===== config.mk =====
export PLATFORM = sky130hd
export DESIGN_NAME = train_index_counter
export DESIGN_NICKNAME = d
export VERILOG_FILES = /design/src/rtl/train_index_counter.sv
export SDC_FILE = /design/constraint.sdc
export NUM_CORES = 1
export LEC_CHECK = 0
export ABC_CLOCK_PERIOD_IN_PS = 2400
export CORE_ASPECT_RATIO = 1.2
export CORE_MARGIN = 1.5
export CORE_UTILIZATION = 49
export CTS_CLUSTER_DIAMETER = 120
export DETAILED_ROUTE_END_ITERATION = 7
export PLACE_DENSITY_LB_ADDON = 0.3
export SYNTH_ARGS = -nofsm -noshare
export SYNTH_HDL_FRONTEND = slang
export SYNTH_SLANG_ARGS = --single-unit

===== constraint.sdc =====
create_clock -name i_clk -period 2.4 [get_ports i_clk]
set_input_delay 0.36 -clock i_clk [delete_from_list [all_inputs] [get_ports i_clk]]
set_output_delay 0.36 -clock i_clk [all_outputs]
set_load 0.05 [all_outputs]

===== src/rtl/train_index_counter.sv =====
// -----------------------------------------------------------------------------
// train_index_counter
//
// Purpose: Generates the sample index for a training loop. After start, every
// accepted step advances the index modulo WRAP_VAL, counts completed epochs
// and accepted steps, and stops in DONE after MAX_ITER steps.
//
// Optional feature: define TRAIN_IDX_LOAD_EN to enable loading the index from
// i_data_in while running. Without it, i_load and i_data_in are ignored.
//
// Ports:
//   i_clk         rising-edge clock
//   i_rst_n       asynchronous active-low reset
//   i_clr         synchronous clear to IDLE (highest priority)
//   i_start       begin a run (IDLE/DONE only)
//   i_step        advance index by one (RUN only)
//   i_load        load index from i_data_in (RUN only, TRAIN_IDX_LOAD_EN)
//   i_data_in     index value to load
//   o_data_out    current sample index
//   o_epoch       completed-epoch count
//   o_iter        accepted-step count
//   o_idx_valid   one-cycle pulse when the index changed by step or load
//   o_wrap        one-cycle pulse when the index wrapped to 0 by step
//   o_busy        high in RUN
//   o_done        high in DONE
// -----------------------------------------------------------------------------
module train_index_counter #(
  parameter int unsigned IDX_W    = 16,
  parameter int unsigned WRAP_VAL = 332,
  parameter int unsigned MAX_ITER = 10000,
  parameter int unsigned ITER_W   = 17,
  parameter int unsigned EPOCH_W  = 8
) (
  input  logic               i_clk,
  input  logic               i_rst_n,
  input  logic               i_clr,
  input  logic               i_start,
  input  logic               i_step,
  input  logic               i_load,
  input  logic [IDX_W-1:0]   i_data_in,
  output logic [IDX_W-1:0]   o_data_out,
  output logic [EPOCH_W-1:0] o_epoch,
  output logic [ITER_W-1:0]  o_iter,
  output logic               o_idx_valid,
  output logic               o_wrap,
  output logic               o_busy,
  output logic               o_done
);

  typedef enum logic [1:0] {StIdle, StRun, StDone} state_e;

  localparam logic [IDX_W-1:0]  LastIdx  = IDX_W'(WRAP_VAL - 1);
  localparam logic [IDX_W-1:0]  WrapIdx  = IDX_W'(WRAP_VAL);
  localparam logic [ITER_W-1:0] LastIter = ITER_W'(MAX_ITER - 1);

  state_e             r_state, w_state_d;
  logic [IDX_W-1:0]   r_idx, w_idx_d;
  logic [EPOCH_W-1:0] r_epoch, w_epoch_d;
  logic [ITER_W-1:0]  r_iter, w_iter_d;
  logic               r_valid, w_valid_d;
  logic               r_wrap, w_wrap_d;
  logic               r_busy, w_busy_d;
  logic               r_done, w_done_d;

`ifndef TRAIN_IDX_LOAD_EN
  // Load path compiled out; keep the ports referenced so they read as intentional.
  logic w_unused_load;
  assign w_unused_load = ^{i_load, i_data_in};
`endif

  always_comb begin
    w_state_d = r_state;
    w_idx_d   = r_idx;
    w_epoch_d = r_epoch;
    w_iter_d  = r_iter;
    w_valid_d = 1'b0;
    w_wrap_d  = 1'b0;

    if (i_clr) begin
      w_state_d = StIdle;
      w_idx_d   = '0;
      w_epoch_d = '0;
      w_iter_d  = '0;
    end else begin
      unique case (r_state)
        StIdle, StDone: begin
          if (i_start) begin
            w_state_d = StRun;
            w_idx_d   = '0;
            w_epoch_d = '0;
            w_iter_d  = '0;
          end
        end
        StRun: begin
`ifdef TRAIN_IDX_LOAD_EN
          // Load wins over a simultaneous step; out-of-range values land on 0.
          if (i_load) begin
            w_idx_d   = (i_data_in < WrapIdx) ? i_data_in : '0;
            w_valid_d = 1'b1;
          end else
`endif
          if (i_step) begin
            w_valid_d = 1'b1;
            w_iter_d  = r_iter + ITER_W'(1);
            if (r_idx == LastIdx) begin
              w_idx_d   = '0;
              w_epoch_d = r_epoch + EPOCH_W'(1);
              w_wrap_d  = 1'b1;
            end else begin
              w_idx_d = r_idx + IDX_W'(1);
            end
            // The final step still applies; the run ends on the same edge.
            if (r_iter == LastIter) begin
              w_state_d = StDone;
            end
          end
        end
        default: w_state_d = StIdle;
      endcase
    end

    w_busy_d = (w_state_d == StRun);
    w_done_d = (w_state_d == StDone);
  end

  always_ff @(posedge i_clk or negedge i_rst_n) begin
    if (!i_rst_n) begin
      r_state <= StIdle;
      r_idx   <= '0;
      r_epoch <= '0;
      r_iter  <= '0;
      r_valid <= 1'b0;
      r_wrap  <= 1'b0;
      r_busy  <= 1'b0;
      r_done  <= 1'b0;
    end else begin
      r_state <= w_state_d;
      r_idx   <= w_idx_d;
      r_epoch <= w_epoch_d;
      r_iter  <= w_iter_d;
      r_valid <= w_valid_d;
      r_wrap  <= w_wrap_d;
      r_busy  <= w_busy_d;
      r_done  <= w_done_d;
    end
  end

  assign o_data_out  = r_idx;
  assign o_epoch     = r_epoch;
  assign o_iter      = r_iter;
  assign o_idx_valid = r_valid;
  assign o_wrap      = r_wrap;
  assign o_busy      = r_busy;
  assign o_done      = r_done;

endmodule


==> key figures <==
CTS
  – Bufs on Longest Clock Path: 2
  – CTS Root Cell: clkbuf_8
  – Num CTS Buffers: 5
  – Cts repair resizes: 0
  – Clk pin slew, worst setup/hold paths: 0.09 ns
  – Cts hold-fix bufs: 0
  – Clk sinks: 47
  – Clock Latency Late Sink: 0.30 ns
  – Setup bufs post-CTS: 0
  – H-tree Lvls: 2
  – CTS tree: yes

Setup path
  – Crit. End Element: primary output
  – CP top delay family: buffers and inverters
  – Worst path bufs/invs: 1
  – Worst Setup Start Kind: register
  – CP max FO: 10
  – Reg-to-reg endpoint: o_epoch[1]
  – Reg2Reg Depth: 6
  – Arr. time, crit path: 1.72 ns
  – CP max-delay cell: clkdlybuf4s50_1
  – Biggest cell delay along the critical path: 0.88 ns
  – Crit Path Class: register to primary output
  – Worst Path Required: 2.04 ns
  – Critical Path, Cell by Cell: clkdlybuf4s50_1
  – Reg2reg setup slack: 0.37 ns
  – R2r startpoint: o_data_out[0]

Global routing
  – Total GRT Usage: 23.7%
  – Pin count of the biggest net entering global routing: 48
  – First-pass GRT wire length: 11400 µm
  – GRT overflow: 0
  – Routing usage on met1: 31.9%
  – Vias in the first global route: 2390
  – Initial antenna violation count: 0
  – Met2 GRT Util: 39.1%
  – Global routing's busiest layer: met2
  – GR Util met3: 3.88%

Place
  – Dpl hpwl: 4550 µm
  – Placed insts: 390
  – IO Port Bufs: 49
  – RD Place Congestion: 0.907

Yosys
  – Netlist cell types: 56
  – #FFs+latches synth: 47
  – Post-synthesis sequential area ratio: 44.8%
  – Post-synthesis adder-cell area fraction: 1.43%
  – Post-synthesis xor/xnor area fraction: 2.34%
  – Mean post-synth cell area: 9.44 µm²
  – Post-synth top flop: dfrtp_1
  – Gate Count Post-Synth: 278
  – Number of synthesis warnings: 0
  – Ys async rst share: 100%
  – Post-synth EDFFs: 0
  – Main combinational cell family by area after synthesis: simple AND/OR/NAND/NOR gates
  – Mux cell area share after synthesis: 0.763%
  – Post-Synthesis Net Count: 303
  – Synth Area in Simple Gates: 26.4%
  – Synth Area in Compound Gates: 20.4%
  – Synth Cell Area: 0.00262 mm²

Floorplanning
  – Starting density of the core: 50.2%
  – Die area: 0.00580 mm²
  – Row cnt: 29
  – Top-Level Pins: 67
  – Die height: 83.2 µm
  – Chip Width: 69.8 µm
  – Core area: 0.00523 mm²

Routing
  – Detail Route Antenna Nets: 0
  – Wire per inst: 16.4 µm
  – Drt first pass iters: 5
  – Drt total wl: 6550 µm
  – Total number of vias: 2478
  – Via-per-instance ratio: 6.23
  – DRC Markers: 0
  – Initial detailed-routing violation count: 199

STA
  – RSZ-0062 raised after global routing: false
  – Clock skew: 0.00858 ns
  – Fmax achieved: 0.482 GHz
  – Final hold viol count: 0
  – Final Max Tran Viols: 0
  – Fin Setup TNS: 0 ns
  – Period utilization: 86.5%
  – Worst-margin pin slew: 0.581 ns
  – Fin crit period: 2.08 ns
  – Final setup fails: 0
  – Slew headroom: 61.3%

Pwr
  – Pwr Density: 469 mW/mm²
  – Net Sw Power: 0.000383 W
  – Reg power frac: 51.5%
  – Clk pwr share: 38.5%
  – Int Pwr: 0.00119 W
  – Net Sw Frac: 24.4%
  – Comb pwr share: 10.0%
  – Leakage: 1.32 nW
  – IR drop worst, VDD: 0.291 mV

Flow run
  – MaxCap Viol Count: 0

Final layout
  – Diode count: 0
  – Layout Area Growth over Synthesis: 27.7%
  – Final nets: 360
  – Finished Layout Cells: 398
  – Layout cell share with drive strength beyond 1: 11.0%
  – Final core occ: 64.1%

Worst hold path
  – Hold Crit Class: input pin to asynchronous set/reset pin

Run status
  – Status: complete, no violations
-- final cells by class --
class / instances / area, µm²
clock buffers: 6 / 82.6
clock inverters: 2 / 35.0
fillers: 448 / 1880
inverters: 9 / 33.8
multi-input cells: 208 / 1350
flip-flops and latches: 47 / 1180
well taps: 62 / 77.6
repair buffers: 64 / 598
-- stage by stage --
stage          instance area [µm²]  setup WS [ns]  power, W  hold slack (ns)
5_1_grt                       3350          0.162   0.00163            0.204
6_report                      3350          0.324   0.00157            0.137
3_5_place_dp                  3230          0.209  0.000982            0.486
4_1_cts                       3350          0.336   0.00158            0.165
3_3_place_gp                  3230          0.248  0.000979            0.487
2_1_floorplan                 2620          0.197  0.000913           0.0644
-- power groups by stage --
| stage | clock (W) | sequential, W | combinational [W] |
|---|---|---|---|
| floorplan | 0 | 0.000843 | 0.0000701 |
| global placement | 0 | 0.000824 | 0.000155 |
| detailed placement | 0 | 0.000824 | 0.000158 |
| CTS | 0.000608 | 0.000808 | 0.000159 |
| global route | 0.000651 | 0.000810 | 0.000174 |
| finish | 0.000605 | 0.000808 | 0.000157 |
-- synthesized netlist by cell type (3+ instances only) --
| cell type | n | area share, % |
|---|---|---|
| nor3_1 | 3 | 0.57 |
| o21ai_0 | 15 | 2.9 |
| xor2_1 | 6 | 2.0 |
| dfrtp_1 | 47 | 45 |
| o311ai_0 | 4 | 1.3 |
| nand3_1 | 13 | 2.5 |
| a21oi_1 | 17 | 3.2 |
| or3_1 | 13 | 3.1 |
| clkbuf_1 | 5 | 0.72 |
| nand4_1 | 5 | 1.2 |
| o31ai_1 | 9 | 2.6 |
| or4_1 | 4 | 1.1 |
| o22ai_1 | 5 | 1.2 |
| nand2b_1 | 3 | 0.72 |
| o41ai_1 | 3 | 1.0 |
| nor2_1 | 19 | 2.7 |
| nor4b_1 | 4 | 1.3 |
| nand2_1 | 22 | 3.1 |
| a211oi_1 | 5 | 1.4 |
| and3_1 | 7 | 1.7 |
| inv_1 | 9 | 1.3 |
| a22o_1 | 4 | 1.3 |
| ha_1 | 3 | 1.4 |
| and4_1 | 5 | 1.7 |
| buf_2 | 6 | 1.1 |
-- registers in the layout (all words and copies together) (netlist names) --
register and cells:
o_busy 1, o_idx_valid 1, o_done 1, o_iter 17
r_state 2, o_epoch 8, o_data_out 16, o_wrap 1
-- how the worst max path moves through the flow --
stage | slack [ns] | endpoint | cells after the start | startpoint
final | 0.32 | o_data_out[2] | 1 | o_data_out[2]
after global routing | 0.16 | o_epoch[1] | 6 | o_data_out[0]
after CTS | 0.34 | o_data_out[2] | 1 | o_data_out[2]
after detailed placement | 0.21 | o_iter[11] | 7 | i_start
after global placement | 0.25 | o_iter[11] | 7 | i_start
after floorplan | 0.20 | o_epoch[0] | 6 | o_data_out[0]
-- layer usage --
metal,wire length [µm],part of all wire [%],vias up
met5,0,0,-
li1,-,-,1169
met3,355,5.4,15
met2,3300,50,96
met4,106,1.6,0
met1,2780,42,1198
-- cell families (layout without fill, tap and decap cells) --
logic type | count (synthesis) | in the layout
AND/OR/NAND/NOR | 119 | 119
AO/OA/AOI/OAI | 77 | 77
flip-flops | 47 | 47
buffers and inverters | 23 | 81
XOR/XNOR | 7 | 7
adder cells (fa/ha/maj) | 3 | 3
multiplexers | 2 | 2
-- cell usage in the layout, fill, tap and decap left out, drive strengths merged, types with 3 or more instances in the layout --
| cell type | instances |
|---|---|
| o21ai | 15 |
| nor2 | 19 |
| and3 | 8 |
| clkdlybuf4s50 | 48 |
| nand4 | 5 |
| a22o | 4 |
| o311ai | 6 |
| dfrtp | 47 |
| clkbuf | 6 |
| inv | 9 |
| o22ai | 5 |
| nand2b | 3 |
| a21oi | 18 |
| or4 | 4 |
| o41ai | 3 |
| nand3 | 14 |
| and4 | 6 |
| nand2 | 22 |
| buf | 16 |
| or3 | 13 |
| o31ai | 9 |
| xor2 | 6 |
| a211oi | 6 |
| nor3 | 4 |
| nor4b | 4 |
| ha | 3 |
Note: power is estimated with default switching activity, not from simulation.
